--- config.mk ---
export PLATFORM = sky130hd
export DESIGN_NAME = pc_unit
export DESIGN_NICKNAME = d
export VERILOG_FILES = /design/src/rtl/pc_unit.sv
export SDC_FILE = /design/constraint.sdc
export NUM_CORES = 1
export LEC_CHECK = 0
export CORE_UTILIZATION = 25
export DETAILED_ROUTE_END_ITERATION = 16
export PLACE_DENSITY = 0.52
export SLEW_MARGIN = 10
export SYNTH_ARGS = -nofsm -noshare
export SYNTH_HDL_FRONTEND = slang
export SYNTH_SLANG_ARGS = --single-unit
--- constraint.sdc ---
create_clock -name clk_i -period 14.67 [get_ports clk_i]
set_input_delay 2.934 -clock clk_i [delete_from_list [all_inputs] [get_ports clk_i]]
set_output_delay 2.934 -clock clk_i [all_outputs]
set_load 0.02 [all_outputs]
--- src/rtl/pc_unit.sv ---
// Program-counter stage: holds the architectural PC, selects the next PC,
// counts retired instructions and latches self-loop halt / misaligned-JR fault.
//
// state      | meaning
// -----------+------------------------------------------------------------
// ST_RUN     | normal fetch; PC advances whenever enable_i is high
// ST_HALTED  | self-loop seen; everything frozen until reset
// ST_FAULT   | JR to a non-word-aligned target; everything frozen until reset
module pc_unit #(
  parameter logic [31:0] RESET_PC    = 32'h0040_0000,
  parameter bit          HALT_DETECT = 1'b1
) (
  input  logic        clk_i,
  input  logic        reset_i,
  input  logic        enable_i,
  input  logic [1:0]  pcsel_i,
  input  logic [15:0] imm_i,
  input  logic [25:0] jaddr_i,
  input  logic [31:0] reg_rs_i,
  output logic [31:0] pc_o,
  output logic [31:0] pc_plus4_o,
  output logic [31:0] instr_count_o,
  output logic        halted_o,
  output logic        misalign_o
);

  typedef enum logic [1:0] {
    ST_RUN    = 2'd0,
    ST_HALTED = 2'd1,
    ST_FAULT  = 2'd2
  } state_t;

  state_t      state_q, state_d;
  logic [31:0] pc_q, pc_d;
  logic [31:0] cnt_q, cnt_d;
  logic [31:0] pc_plus4;
  logic [31:0] npc;
  logic        advance;
  logic        jr_misaligned;

  assign pc_plus4      = pc_q + 32'd4;
  assign advance       = enable_i && (state_q == ST_RUN);
  assign jr_misaligned = (pcsel_i == 2'b11) && (reg_rs_i[1:0] != 2'b00);

  always_comb begin
    npc = pc_plus4;
    unique case (pcsel_i)
      2'b00: npc = pc_plus4;
      2'b01: npc = pc_plus4 + {{14{imm_i[15]}}, imm_i, 2'b00};
      2'b10: npc = {pc_plus4[31:28], jaddr_i, 2'b00};
      2'b11: npc = reg_rs_i;
      default: npc = pc_plus4;
    endcase
  end

  always_comb begin
    state_d = state_q;
    pc_d    = pc_q;
    cnt_d   = cnt_q;
    if (advance) begin
      // A misaligned JR neither retires nor moves the PC.
      if (jr_misaligned) begin
        state_d = ST_FAULT;
      end else begin
        pc_d  = npc;
        cnt_d = (cnt_q == 32'hFFFF_FFFF) ? cnt_q : cnt_q + 32'd1;
        if (HALT_DETECT && (npc == pc_q)) begin
          state_d = ST_HALTED;
        end
      end
    end
  end

  always_ff @(posedge clk_i) begin
    if (reset_i) begin
      state_q <= ST_RUN;
      pc_q    <= RESET_PC;
      cnt_q   <= 32'd0;
    end else begin
      state_q <= state_d;
      pc_q    <= pc_d;
      cnt_q   <= cnt_d;
    end
  end

  assign pc_o          = pc_q;
  assign pc_plus4_o    = pc_plus4;
  assign instr_count_o = cnt_q;
  assign halted_o      = (state_q == ST_HALTED);
  assign misalign_o    = (state_q == ST_FAULT);

endmodule

==> metrics.cfg <==
[run_status]
status = finished, final reports clean

[layout]
finalNonFillerCells = 1619
layout-drive-gt1-share_pct = 6.868
area_delta_synth_final_pct = 28.74
diodes = 0
fin_nets = 1335

[global_routing]
grt_pass1_vias = 8786
track_usage_pct = 22.25
grt_max_degree = 67
antenna_found_initial = 0
grt_pass1_wl_mm = 55.62
overflow = 0

[synth]
synth_seq_area_share_pct = 16.63
syn-cell-area_sq_um = 7946
syn_area_per_cell_sq_um = 7.231
ys_warn_count = 0
yosysUniqueCellTypes = 94
synthArstFlopShare_pct = 0
syn_inst = 1099
synth-seq-cells = 66
ys_top_cells_by_count = nor2_1, nand2_1, a21oi_1
synth.top_cell.area_share_pct = 16.63
synth_top_area_cell = dfxtp_1
synth_area_leaders = dfxtp_1, nor2_1, ha_1
synth_nets = 1216
synth-edff-count = 0
ys.flop_type = dfxtp_1
yosysMostFrequentCell = nor2_1

[sta]
skew_ns = 0.01071
max_slew_margin_pct = 42.53
rsz0062_at_grt = false
fin_crit_sh_pct = 49.19
setup_ws_ns = 7.454
post-route-min-period_ns = 7.216
finalHoldViolations = 0
setup_tns_ns = 0
clock.fmax_mhz = 138.6
tightest_slew_ns = 0.8621
setup_viol = 0
drv_slew = 0

[setup_path]
worst-endpoint-required_ns = 14.94
timing.critical_path.mode_cell = o2111ai_1
arrival_ns = 7.49
worstReg2RegStart = pc_o[14]
startpoint_type = input pin
worst_r2r_endpoint = state_q[0]
crit_type = input pin to flip-flop
critPathCaptureType = flip-flop
crit_chain = clkdlybuf4s50_1 -> ha_1 -> a21oi_1 -> o21ai_0 -> mux2i_1 -> o2111ai_1 -> nor4_1 -> o2111ai_1 -> a2111oi_2 -> o2111ai_1 -> or4_1 -> o22ai_2
max_stage_delay_ns = 0.85
cp_slowest_cell = clkdlybuf4s50_1
cp_max_fo = 19
rrSetupSlack_ns = 8.78
reg2reg_depth = 14

[die]
core_sq_um = 30910
fp.dieH_microns = 180.3
ios = 177
die_x_microns = 180.3
start_util_pct = 25.71
core.rowCount = 64
die_area_sq_um = 32500

[min_path]
worstHoldEndpoint = pc_o[22]
hold_class = flip-flop to flip-flop
min_from = pc_o[22]
min_delay_path_depth = 1

[placed_design]
hpwl_mm = 28.76
place_ws_ns = 7.247
routabilityCongestion = 0.8993
dp_cells = 1603
io_buffers = 176

[pwr]
irDropWorstVdd_mv = 0.05722
power.total_mw = 0.8080
power.leakage_nw = 3.613
p_per_area_nw_per_um2 = 78.98

[clock_tree]
cts_max_level = 3
cts_setup_buffers = 0
root_buffer = clkbuf_16
post_cts_resized = 0
cts_hold_buf = 0
insertion_delay_ns = 0.35
numCtsBuffers = 9
cts.path.max_buffers = 2
path_clk_slew_ns = 0.07
clock_sinks = 66
cts_tree = done

[routing]
drc = 0
first_pass_iters = 5
wire_per_inst_microns = 22.75
ant_nets = 0
wl_mm = 36.83
vias_per_cell = 5.653
drtIter0Drc = 926
routed-via-count = 9152

[flow_run]
cap_violations = 0

## cell families (layout without fill, tap and decap cells)
family,Yosys count,after routing,share of synthesized area (%)
compound gates,305,305,27.93
xor+xnor,78,78,8.597
fa+ha+maj,38,38,6.078
buf+inv,113,237,6.393
flops,66,66,16.63
mux,30,30,4.220
simple gates,469,469,30.15
## cell type report
cell class | count | area, sq um
timing repair buffer | 189 | 1844
fill | 3362 | 20680
inverter | 32 | 120.1
sequential | 66 | 1321
clock buffer | 9 | 225.2
tap | 396 | 495.5
clock inverter | 7 | 100.1
multi-input combinational | 920 | 6123
## sequential cells by signal (all words and copies together), names as in the netlist
name	count
pc_o	32
state_q	2
instr_count_o	32
## worst max-delay path, delay by kind of cell
family          cells  cell delay [ns]
mux                 1             0.42
fa+ha+maj           1             0.77
simple gates        2             0.81
buf+inv             1             0.85
compound gates      7             1.70
## stage by stage
stage / instance area (sq um) / hold slack, ns / util (%)
floorplan: 7946 / 0.4881 / -
global placement: 9905 / 0.4722 / 32.04
detailed placement: 9905 / 0.4921 / 32.04
CTS: 10230 / 0.5093 / 33.10
global route: 10230 / 0.5311 / 33.10
finish: 10230 / 0.5089 / 33.10
## worst max path at each step
stage / from / to / slack, ns / depth (start not counted)
floorplan: imm_i[0] / state_q[0] / 8.62 / 13
global route: imm_i[15] / state_q[0] / 7.21 / 12
detailed placement: imm_i[15] / state_q[0] / 7.25 / 12
global placement: imm_i[15] / state_q[0] / 7.36 / 12
finish: imm_i[15] / state_q[0] / 7.45 / 12
CTS: imm_i[15] / state_q[0] / 7.58 / 12
## power by group
group / total [mW] / internal, mW / switching [mW]
Clock: 0.251 / 0.151 / 0.0998
Combinational: 0.347 / 0.138 / 0.209
Sequential: 0.210 / 0.187 / 0.0229
## layer usage
| metal | GRT usage [%] | wire length, microns |
|---|---|---|
| met1 | 30.45 | 16740 |
| met2 | 35.26 | 16410 |
| met3 | 4.386 | 2912 |
| met4 | 6.120 | 771 |
| met5 | 0 | 0 |
## cells in the final DEF (no fill, tap or decap), drive strengths merged, types with 12 or more instances in the layout
cell type and count:
nand3 49, nor2 126, o21ai 43, nand2 105
a211oi 22, mux2i 20, and4 13, nor4 17
xnor2 45, nand4 36, inv 33, dfxtp 66
xor2 33, o211ai 12, nor3 33, ha 37
a31oi 18, a21oi 76, and2 16, buf 16
clkdlybuf4s50 173
No activity file was read; power rests on OpenSTA's default activity.
